**src/rtl/seq_ctrl_nch.sv**
```systemverilog
// N-channel round-robin phase sequencer: grants one channel at a time and walks it
// through timed GREEN -> YELLOW -> ALLRED phases with registered one-hot lamp outputs.
module seq_ctrl_nch #(
    parameter int NCH      = 4,
    parameter int CNT_W    = 6,
    parameter int GREEN_T  = 20,
    parameter int YELLOW_T = 3,
    parameter int ALLRED_T = 2,
    localparam int CW      = (NCH > 1) ? $clog2(NCH) : 1
) (
    input  logic             clk,
    input  logic             rst_n,
    input  logic             en,
    input  logic [NCH-1:0]   req,
    output logic [NCH-1:0]   grn,
    output logic [NCH-1:0]   yel,
    output logic [NCH-1:0]   red,
    output logic [1:0]       phase,
    output logic [CW-1:0]    cur,
    output logic [CNT_W-1:0] tmr,
    output logic [NCH-1:0]   pend
);

    typedef enum logic [1:0] {
        IDLE   = 2'd0,
        GREEN  = 2'd1,
        YELLOW = 2'd2,
        ALLRED = 2'd3
    } phase_t;

    phase_t           phase_reg, phase_next;
    logic [CW-1:0]    cur_reg, cur_next;
    logic [CNT_W-1:0] tmr_reg, tmr_next;
    logic [NCH-1:0]   pend_reg, pend_next;
    logic [NCH-1:0]   grn_reg, grn_next;
    logic [NCH-1:0]   yel_reg, yel_next;
    logic [NCH-1:0]   red_reg, red_next;

    logic [NCH-1:0]   v;
    logic [NCH-1:0]   cur_oh, pick_oh, nxt_oh, clr;
    logic [CW-1:0]    pick;
    logic [CW-1:0]    idx;
    logic             others;
    logic             enter_green;

    assign v      = pend_reg | req;
    assign others = |(v & ~cur_oh);

    genvar gi;
    generate
        for (gi = 0; gi < NCH; gi++) begin : g_onehot
            assign cur_oh[gi]  = (cur_reg  == CW'(gi));
            assign pick_oh[gi] = (pick     == CW'(gi));
            assign nxt_oh[gi]  = (cur_next == CW'(gi));
        end
    endgenerate

    // Walk downward so the nearest candidate after cur wins; cur itself (i == NCH) is last.
    always_comb begin
        pick = cur_reg;
        idx  = '0;
        for (int i = NCH; i >= 1; i--) begin
            idx = CW'((int'(cur_reg) + i) % NCH);
            if (v[idx]) pick = idx;
        end
    end

    always_comb begin
        phase_next  = phase_reg;
        cur_next    = cur_reg;
        tmr_next    = tmr_reg;
        enter_green = 1'b0;
        case (phase_reg)
            IDLE: begin
                if (en && (|v)) begin
                    phase_next  = GREEN;
                    cur_next    = pick;
                    tmr_next    = CNT_W'(GREEN_T - 1);
                    enter_green = 1'b1;
                end
            end
            GREEN: begin
                if (tmr_reg != '0) begin
                    tmr_next = tmr_reg - CNT_W'(1);
                end else if (others || !en) begin
                    phase_next = YELLOW;
                    tmr_next   = CNT_W'(YELLOW_T - 1);
                end
            end
            YELLOW: begin
                if (tmr_reg != '0) begin
                    tmr_next = tmr_reg - CNT_W'(1);
                end else begin
                    phase_next = ALLRED;
                    tmr_next   = CNT_W'(ALLRED_T - 1);
                end
            end
            ALLRED: begin
                if (tmr_reg != '0) begin
                    tmr_next = tmr_reg - CNT_W'(1);
                end else if (en && (|v)) begin
                    phase_next  = GREEN;
                    cur_next    = pick;
                    tmr_next    = CNT_W'(GREEN_T - 1);
                    enter_green = 1'b1;
                end else begin
                    phase_next = IDLE;
                    tmr_next   = '0;
                end
            end
        endcase

        // The served channel's own request is absorbed while it holds green.
        clr       = (enter_green ? pick_oh : '0) | ((phase_reg == GREEN) ? cur_oh : '0);
        pend_next = (pend_reg | req) & ~clr;
        grn_next  = (phase_next == GREEN)  ? nxt_oh : '0;
        yel_next  = (phase_next == YELLOW) ? nxt_oh : '0;
        red_next  = ~(grn_next | yel_next);
    end

    always_ff @(posedge clk or negedge rst_n) begin
        if (!rst_n) begin
            phase_reg <= IDLE;
            cur_reg   <= '0;
            tmr_reg   <= '0;
            pend_reg  <= '0;
            grn_reg   <= '0;
            yel_reg   <= '0;
            red_reg   <= '1;
        end else begin
            phase_reg <= phase_next;
            cur_reg   <= cur_next;
            tmr_reg   <= tmr_next;
            pend_reg  <= pend_next;
            grn_reg   <= grn_next;
            yel_reg   <= yel_next;
            red_reg   <= red_next;
        end
    end

    assign phase = phase_reg;
    assign cur   = cur_reg;
    assign tmr   = tmr_reg;
    assign pend  = pend_reg;
    assign grn   = grn_reg;
    assign yel   = yel_reg;
    assign red   = red_reg;

endmodule

```
**config.mk**
```make
export PLATFORM = sky130hd
export DESIGN_NAME = seq_ctrl_nch
export DESIGN_NICKNAME = d
export VERILOG_FILES = /design/src/rtl/seq_ctrl_nch.sv
export SDC_FILE = /design/constraint.sdc
export NUM_CORES = 1
export LEC_CHECK = 0
export CAP_MARGIN = 20
export CORE_AREA = 5 5 63 65
export CTS_CLUSTER_SIZE = 10
export DETAILED_ROUTE_END_ITERATION = 7
export DIE_AREA = 0 0 68 70
export DONT_BUFFER_PORTS = 1
export GPL_TIMING_DRIVEN = 0
export PLACE_DENSITY = 0.63
export SETUP_SLACK_MARGIN = 0.1
export SYNTH_ARGS = -nofsm -noshare
export SYNTH_HDL_FRONTEND = slang
export SYNTH_SLANG_ARGS = --single-unit
```
**constraint.sdc**
```tcl
create_clock -name clk -period 4.6 [get_ports clk]
set_input_delay 0.46 -clock clk [delete_from_list [all_inputs] [get_ports clk]]
set_output_delay 0.46 -clock clk [all_outputs]
set_load 0.05 [all_outputs]
```
==> metrics.cfg, run 1 <==
[run_status]
run_status=complete, no violations

[sta]
setup_viol=0
fmaxAchievable_mhz=331
grt_setup_unrepaired=false
post-route-period-util=0.657
setup_ws_ns=1.58
fin_worst_skew_ns=0.00970
finalMaxSlewViolations=0
totalNegativeSetupSlack_ns=0
hold_vio_cnt_final=0
timing.final.crit_period_ns=3.02
rel_slew_slack=0.526
tightestPinTransition_ns=0.711

[global_routing]
globalRoute.totalOverflow=0
vias_in_the_first_global_route=1251
grt_max_degree=27
grt_util_all_layers=0.158
grt_first_pass_wirelength_um=5910
antenna_found_initial=0

[clocking]
clkTransAtPathRegs_ns=0.14
cts_root_buffer=clkbuf_4
number_of_h_tree_branching_levels=1
post_cts_resized=0
cts_buffer_depth=2
cts-buffers-inserted=3
clkSinkCount=26
clock_latency_ns=0.31
cts_tree=built

[floorplanning]
num_rows=21
floorplan.initialDensity=0.500
core_region_area_mm2=0.00328
die_x_um=68
die_h_um=70
die-area_mm2=0.00476
ioPinCount=33

[final_layout]
drive_gt1_frac=0.224
final_net_count=182
diodes=0
max_reg_flops=6
register_area_um2=656
finish.cell_count_without_fillers=211
fill_cells=303
fin_util=0.545
areaGrowthSynthToFinish_pct=8.99
multi_input_area_um2=925

[hold_path]
hold_class=in -> reg
timing.hold.worst_path_depth=2

[placement]
place.port_buffers=0
numPlacedInstances=205
pre_cts_slack_ns=1.60
routabilityCongestion=0.814
dp.final_hpwl_um=2760

[yosys]
synth_nets=175
post_synth_instance_area_mm2=0.00164
synth-edff-count=0
synth_top_area_share=0.335
post-synth-top-count-cell=dfrtp_1
yosys-top-cells-area=dfrtp_1 (34%), ha_1 (6.9%), dfstp_2 (6.4%), nor3_2 (3.7%), nor2_1 (2.7%)
postSynthRegisterBits=26
post_synth.cell_area_avg_um2=10.3
dominantRegCellSynth=dfrtp_1
yosys_warnings=0
post_synth_top_cells=dfrtp_1 (22), nor2_1 (12), ha_1 (9), nor3_1 (8)
synth_top_cell_by_area=dfrtp_1
synth_sequential_area_ratio=0.399
async_flop_share=1.00
syn_inst=159
ys_types=54

[worst_setup_path]
cp_data_arrival_time_ns=3.26
cp_class=reg -> reg
worstSetupEndpointType=flop
worst-r2r-cell-count=10
critical_path.startpoint_type=flop
critical_path.max_fanout=9
cp.required_ns=4.84
cpMaxStageDelayCell=dfrtp_1
crit_chain=buf_2, inv_2, ha_1, nor3_1, a211oi_1, o31ai_4, and2_1, o22ai_4, inv_4, nor3_2
max_stage_delay_ns=0.71

[routing]
wl_per_cell_um=17.1
vias_per_cell=5.99
detail_route.wirelength_um=3600
drt-pass1-iter-count=4
ant_nets=0
first_iter_violations=111
drc_errors=0
vias=1264

[power_and_ir_drop]
ir_drop_uv=167
static-leakage-power_nw=0.720
p_per_area_mw_per_mm2=253

[run]
max_cap_viol_count=0

==> final timing paths <==
check / from / end / slack [ns]
setup / recovery: cur[0]$_DFF_PN0_ / yel[0]$_DFF_PN0_ / 1.58
hold / removal: req[1] / pend[1]$_DFF_PN0_ / 0.47
setup reg to reg: cur[0]$_DFF_PN0_ / yel[0]$_DFF_PN0_ / 1.58
hold reg to reg: tmr[1]$_DFFE_PN0P_ / tmr[1]$_DFFE_PN0P_ / 0.87
max in group asynchronous: rst_n / red[1]$_DFF_PN1_ / 3.59
min in group asynchronous: rst_n / grn[0]$_DFF_PN0_ / 0.50
==> worst max-delay path: cells and delay by family (launching register included) <==
family,cells,cell delay (ns)
AOI/OAI and AO/OA,3,0.82
DFF,1,0.71
buffers and inverters,3,0.56
and+or+nand+nor,3,0.45
adders and majority gates,1,0.40
==> routing by layer <==
layer,vias up,share of wire,track usage
met3,6,0.084,0.0417
met2,47,0.49,0.245
li1,607,-,-
met4,0,0.0092,0.0419
met5,-,0,0
met1,604,0.42,0.217
==> layout make-up <==
| cell class | instances | share of cell area |
|---|---|---|
| tap | 46 | 0.0321 |
| sequential | 26 | 0.366 |
| clock inverter | 1 | 0.0168 |
| inverter | 11 | 0.0259 |
| multi-input combinational | 118 | 0.516 |
| clock buffer | 3 | 0.0126 |
| buffer | 4 | 0.00908 |
| timing repair buffer | 2 | 0.0210 |
==> report_power, final <==
| part | switching, W | leakage (nW) | internal (W) |
|---|---|---|---|
| clock | 0.0000635 | 0.0279 | 0.0000881 |
| combinational | 0.0000241 | 0.382 | 0.0000154 |
| sequential | 0.0000266 | 0.310 | 0.000235 |
==> kinds of logic (layout without fill, tap and decap cells) <==
group | after synthesis | after routing | synth area share
and+or+nand+nor | 57 | 57 | 0.219
AOI/OAI and AO/OA | 46 | 46 | 0.234
DFF | 26 | 26 | 0.399
buffers and inverters | 15 | 21 | 0.0381
adders and majority gates | 9 | 9 | 0.0685
xor gates and xnor gates | 4 | 4 | 0.0213
muxes | 2 | 2 | 0.0206
==> through the flow <==
stage	hold slack [ns]	total power [W]	instance area (µm²)
2_1_floorplan	0.164	0.000291	1640
3_3_place_gp	0.165	0.000298	1700
3_5_place_dp	0.165	0.000298	1700
4_1_cts	0.425	0.000456	1760
5_1_grt	0.440	0.000471	1790
6_report	0.466	0.000453	1790
==> what timing repair did <==
| action | CTS | global route |
|---|---|---|
| endpoints found under the hold margin | 26 | 0 |
| setup endpoints to repair | 0 | 0 |
| hold buffers | 1 | 0 |
| setup buffers | 0 | 0 |
==> placed cells by master (no fill, tap or decap), types with 5 or more instances in the layout <==
| cell | netlist | routed |
|---|---|---|
| o21ai_1 | 5 | 5 |
| dfrtp_1 | 22 | 22 |
| ha_1 | 9 | 9 |
| nand3_1 | 6 | 6 |
| nor3_1 | 8 | 8 |
| nor2_1 | 12 | 12 |
| nor3_2 | 6 | 6 |
| a21oi_1 | 7 | 7 |
| inv_1 | 7 | 7 |
Note: power is estimated with default switching activity, not from simulation.
==> inputs of run 2 (changes only) <==
- clock period: 4.6 -> 3.1 ns (I/O delays scaled with it)
==> metrics.cfg, run 2 (synthesis results as in run 1) <==
[clocking]
cts_buffer_depth=2  ; unchanged
clkTransAtPathRegs_ns=0.14  ; about the same
cts_root_buffer=clkbuf_4
cts_tree=built
cts-buffers-inserted=3  ; unchanged
clock_latency_ns=0.31  ; about the same
clkSinkCount=26  ; unchanged
number_of_h_tree_branching_levels=1  ; unchanged

[hold_path]
timing.hold.worst_path_depth=2  ; unchanged
hold_class=in -> reg
min_to=pend[1]$_DFF_PN0_
hold_path_startpoint=req[1]

[final_layout]
diodes=0  ; unchanged
drive_gt1_frac=0.256  ; +0.0317
multi_input_area_um2=930  ; +0.54%
finish.cell_count_without_fillers=214  ; +1.4%
max_reg_flops=6  ; unchanged
mostFrequentLayoutCell=dfrtp_1
final_net_count=185  ; +1.6%
areaGrowthSynthToFinish_pct=11.0
register_area_um2=658  ; +0.38%
final_cell_mix=dfrtp_1 (20), nor2_1 (12), ha_1 (9)
fill_cells=302  ; -0.33%

[worst_setup_path]
setup.reg_to_reg.worst_slack_ns=0.33  ; -1.25 ns
worst-r2r-cell-count=10  ; unchanged
worstSetupEndpointType=flop
critical_path.max_fanout=9  ; unchanged
r2r-start=cur[0]$_DFF_PN0_
cp.required_ns=3.34  ; -1.50 ns
cp_data_arrival_time_ns=3.01  ; -0.25 ns
critical_path.startpoint_type=flop
rr_endpoint=yel[3]$_DFF_PN0_
cp_class=reg -> reg

[power_and_ir_drop]
p_per_area_mw_per_mm2=370  ; +46%
ir_drop_uv=252  ; +51%
static-leakage-power_nw=0.730  ; +1.4%

[sta]
finalMaxSlewViolations=0  ; unchanged
fmaxAchievable_mhz=361  ; +9.1%
timing.final.crit_period_ns=2.77  ; -0.251 ns
fin_worst_skew_ns=0.00979  ; +0.0000811 ns
fin_hold_ws_ns=0.297  ; -0.169 ns
setup_viol=0  ; unchanged
totalNegativeSetupSlack_ns=0  ; unchanged
tightestPinTransition_ns=0.648  ; -0.0630 ns
post-route-period-util=0.893  ; +0.237
hold_vio_cnt_final=0  ; unchanged
grt_setup_unrepaired=false
rel_slew_slack=0.568  ; +0.0420
setup_ws_ns=0.330  ; -1.25 ns

[placement]
routabilityCongestion=0.814  ; unchanged
pre_cts_slack_ns=0.102  ; -1.50 ns
place.port_buffers=0  ; unchanged
dp.final_hpwl_um=2760  ; unchanged
numPlacedInstances=205  ; unchanged

[floorplanning]
die_h_um=70  ; unchanged
core_region_area_mm2=0.00328  ; unchanged
die_x_um=68  ; unchanged
floorplan.initialDensity=0.500  ; unchanged
ioPinCount=33  ; unchanged
die-area_mm2=0.00476  ; unchanged
num_rows=21  ; unchanged

[routing]
maxUsedRoutingLayer=met4
wl_per_cell_um=16.8  ; -1.7%
detail_route.wirelength_um=3590  ; -0.33%
drt-pass1-iter-count=4  ; unchanged
vias_per_cell=5.97  ; -0.31%
first_iter_violations=101  ; -9.0%
drc_errors=0  ; unchanged
wl_met2_um=1750  ; -0.23%
met1Wirelength_um=1510  ; +0.13%
ant_nets=0  ; unchanged
met3RoutedLength_um=292  ; -3.0%
vias=1278  ; +1.1%

[global_routing]
grt_first_pass_wirelength_um=5910  ; unchanged
globalRoute.totalOverflow=0  ; unchanged
grt_max_degree=27  ; unchanged
grt_util_all_layers=0.158  ; unchanged
antenna_found_initial=0  ; unchanged
vias_in_the_first_global_route=1251  ; unchanged

[run]
max_cap_viol_count=0  ; unchanged

[run_status]
run_status=complete, no violations

==> run 2: cell count changes in the layout (fill, tap and decap cells not counted) <==
cell and delta:
buf_4 +3, a211oi_1 -1, a211oi_2 +1, dfrtp_1 -2, dfrtp_2 +2, buf_2 -1
clkbuf_4 +1
==> run 2: repair_timing <==
action,4_1_cts,5_1_grt
pin swaps,0,1
hold buffers,1,0
hold endpoints to repair,26,0
resized for setup,1,3
endpoints found under the setup margin,4,4
buffers inserted,0,3
==> run 2: final cells by class <==
class,instances,share of cell area
plain buffers,4,0.0103
clock inverters,1,0.0165
flip-flops and latches,26,0.361
clock buffers,3,0.0124
inverters,11,0.0254
repair buffers,5,0.0329
multi-input cells,118,0.510
well taps,46,0.0316
==> run 2: worst max-delay path by stage <==
stage,startpoint,endpoint
global placement,cur[0]$_DFF_PN0_,yel[0]$_DFF_PN0_
global route,cur[0]$_DFF_PN0_,yel[0]$_DFF_PN0_
floorplan,cur[0]$_DFF_PN0_,grn[2]$_DFF_PN0_
CTS,cur[1]$_DFF_PN0_,yel[0]$_DFF_PN0_
detailed placement,cur[0]$_DFF_PN0_,yel[0]$_DFF_PN0_
finish,cur[0]$_DFF_PN0_,yel[3]$_DFF_PN0_
==> run 2: per-stage QoR <==
| step | area (µm²) | power (W) | utilization |
|---|---|---|---|
| floorplan | 1640 | 0.000432 | - |
| global placement | 1700 | 0.000442 | 0.518 |
| detailed placement | 1700 | 0.000443 | 0.518 |
| CTS | 1760 | 0.000676 | 0.537 |
| global route | 1820 | 0.000702 | 0.555 |
| finish | 1820 | 0.000675 | 0.555 |
==> run 2: where the power goes <==
| group | internal, W | total [W] | switching [W] |
|---|---|---|---|
| combinational | 0.0000245 | 0.0000605 | 0.0000360 |
| clock | 0.000131 | 0.000225 | 0.0000944 |
| sequential | 0.000350 | 0.000389 | 0.0000396 |
==> run 2: critical path, cell delays in order, from the launching register on <==
cell	delay (ns)
dfrtp_2	0.57
clkbuf_4	0.29
inv_2	0.09
ha_1	0.39
nor3_1	0.25
a211oi_2	0.09
o31ai_4	0.35
and2_1	0.23
o22ai_4	0.12
buf_4	0.16
nor3_1	0.15
==> run 2: per-layer routing <==
layer  GRT usage  vias to the layer above
met5           0                        -
met4      0.0419                        0
met3      0.0417                        6
met2       0.245                       38
met1       0.217                      621
li1            -                      613
==> inputs of run 3 (changes only) <==
- SLEW_MARGIN: default -> 20
==> metrics.cfg, run 3 (synthesis results as in run 1) <==
[worst_setup_path]
cp_class=reg -> reg
critical_path.startpoint_type=flop
crit_top_cell=nor3_1
worstSetupEndpointType=flop
cp_data_arrival_time_ns=3.00  ; about the same
crit_chain=clkbuf_4, inv_2, ha_1, nor3_1, a211oi_2, o31ai_4, and2_1, o22ai_4, buf_4, nor3_1
cpMaxStageDelayCell=dfrtp_2
path_buf_inv=3  ; unchanged
critical_path.max_fanout=9  ; unchanged
cp.required_ns=3.33  ; about the same
max_stage_delay_ns=0.57  ; about the same
crit_family=simple AND/OR/NAND/NOR gates

[sta]
tightestPinTransition_ns=0.648  ; -0.000118 ns
rel_slew_slack=0.568  ; about the same
finalMaxSlewViolations=0  ; unchanged
totalNegativeSetupSlack_ns=0  ; unchanged
setup_viol=0  ; unchanged
setup_ws_ns=0.329  ; -0.00103 ns
timing.final.crit_period_ns=2.77  ; +0.00104 ns
post-route-period-util=0.894  ; about the same
fin_worst_skew_ns=0.00915  ; -0.000640 ns
grt_setup_unrepaired=false
fmaxAchievable_mhz=361  ; about the same
hold_vio_cnt_final=0  ; unchanged

[floorplanning]
floorplan.initialDensity=0.500  ; unchanged
die_h_um=70  ; unchanged
die-area_mm2=0.00476  ; unchanged
die_x_um=68  ; unchanged
num_rows=21  ; unchanged
core_region_area_mm2=0.00328  ; unchanged
ioPinCount=33  ; unchanged

[power_and_ir_drop]
p_per_area_mw_per_mm2=372  ; +0.50%
clock_power_share=0.334  ; about the same
pwr-share-seq=0.581  ; +0.004
static-leakage-power_nw=0.721  ; -1.2%
power.share.combinational=0.085  ; -0.005
power.internal_w=0.000502  ; -0.62%
ir_drop_uv=251  ; -0.63%
power.switching_fraction=0.251  ; -0.000924
total_switching_power_w=0.000168  ; -1.1%

[run_status]
run_status=complete, no violations

[routing]
drt-pass1-iter-count=4  ; unchanged
drc_errors=0  ; unchanged
first_iter_violations=91  ; -9.9%
wl_per_cell_um=16.7  ; -0.39%
vias_per_cell=5.91  ; -1.1%
ant_nets=0  ; unchanged
detail_route.wirelength_um=3580  ; -0.39%
vias=1264  ; -1.1%

[hold_path]
hold_class=in -> reg

[final_layout]
max_reg_flops=6  ; unchanged
final_net_count=185  ; unchanged
final_cell_mix=dfrtp_1 (20), nor2_1 (12), ha_1 (9)
mostFrequentLayoutCell=dfrtp_1
areaGrowthSynthToFinish_pct=9.60
drive_gt1_frac=0.256  ; unchanged
diodes=0  ; unchanged
fill_cells=310  ; +2.6%

[placement]
dp.final_hpwl_um=2760  ; unchanged
pre_cts_slack_ns=0.102  ; unchanged
place.port_buffers=0  ; unchanged
routabilityCongestion=0.814  ; unchanged

[clocking]
cts_buffer_depth=2  ; unchanged
clkSinkCount=26  ; unchanged
cts_tree=built
cts-buffers-inserted=3  ; unchanged
cts_root_buffer=clkbuf_4
clock_latency_ns=0.31  ; about the same
number_of_h_tree_branching_levels=1  ; unchanged
clkTransAtPathRegs_ns=0.14  ; about the same

[global_routing]
antenna_found_initial=0  ; unchanged
grt_max_degree=27  ; unchanged
vias_in_the_first_global_route=1251  ; unchanged
globalRoute.totalOverflow=0  ; unchanged
grt_util_all_layers=0.158  ; unchanged
grt_first_pass_wirelength_um=5910  ; unchanged

[run]
max_cap_viol_count=0  ; unchanged

==> run 3: cell counts in the layout (fill, tap and decap cells not counted) <==
Identical to the previous run, type by type.
==> run 3: final timing paths <==
kind,start,end,cells past startpoint,slack (ns)
hold reg to reg,tmr[1]$_DFFE_PN0P_,tmr[1]$_DFFE_PN0P_,2,0.87
setup / recovery,cur[0]$_DFF_PN0_,yel[3]$_DFF_PN0_,10,0.33
min in group asynchronous,rst_n,grn[0]$_DFF_PN0_,2,0.51
max in group asynchronous,rst_n,cur[0]$_DFF_PN0_,2,2.21
setup reg to reg,cur[0]$_DFF_PN0_,yel[3]$_DFF_PN0_,10,0.33
hold / removal,req[1],pend[1]$_DFF_PN0_,2,0.30
==> run 3: final cells by class <==
class,count,area (µm²),area share
multi-input cells,118,930,0.516
flip-flops and latches,26,658,0.366
well taps,46,57.6,0.0320
inverters,11,46.3,0.0257
repair buffers,5,37.5,0.0208
clock inverters,1,30.0,0.0167
clock buffers,3,22.5,0.0125
plain buffers,4,18.8,0.0104
==> run 3: repair_timing <==
item	CTS	global route
gates cloned	0	0
pin swaps	0	1
endpoints found under the hold margin	26	19
resized for setup	1	3
endpoints found under the setup margin	4	4
hold buffers	1	1
setup buffers	0	3
==> run 3: through the flow <==
step | util | total power (W) | area, µm² | instances | hold slack [ns]
6_report | 0.548 | 0.000670 | 1800 | 214 | 0.300
4_1_cts | 0.537 | 0.000676 | 1760 | 210 | 0.275
5_1_grt | 0.548 | 0.000698 | 1800 | 214 | 0.290
3_3_place_gp | 0.518 | 0.000442 | 1700 | 205 | 0.0150
2_1_floorplan | - | 0.000432 | 1640 | 159 | 0.0144
3_5_place_dp | 0.518 | 0.000443 | 1700 | 205 | 0.0151
==> run 3: power groups by stage <==
stage / Sequential [W] / Combinational, W / Clock (W)
2_1_floorplan: 0.000393 / 0.0000389 / 0
3_3_place_gp: 0.000396 / 0.0000459 / 0
3_5_place_dp: 0.000396 / 0.0000469 / 0
4_1_cts: 0.000390 / 0.0000545 / 0.000232
5_1_grt: 0.000391 / 0.0000638 / 0.000243
6_report: 0.000389 / 0.0000569 / 0.000224
==> run 3: worst register-to-register path, stage by stage, from the launching register on <==
cell      delay, ns
dfrtp_2        0.57
clkbuf_4       0.29
inv_2          0.09
ha_1           0.39
nor3_1         0.25
a211oi_2       0.09
o31ai_4        0.35
and2_1         0.23
o22ai_4        0.12
buf_4          0.16
nor3_1         0.15
==> run 3: routing by layer <==
layer  share of wire  vias up  wire, µm  track usage
li1                -      613         -            -
met1            0.44      617      1560        0.217
met5               0        -         0            0
met4          0.0070        0        25       0.0419
met2            0.49       30      1750        0.245
met3           0.068        4       243       0.0417
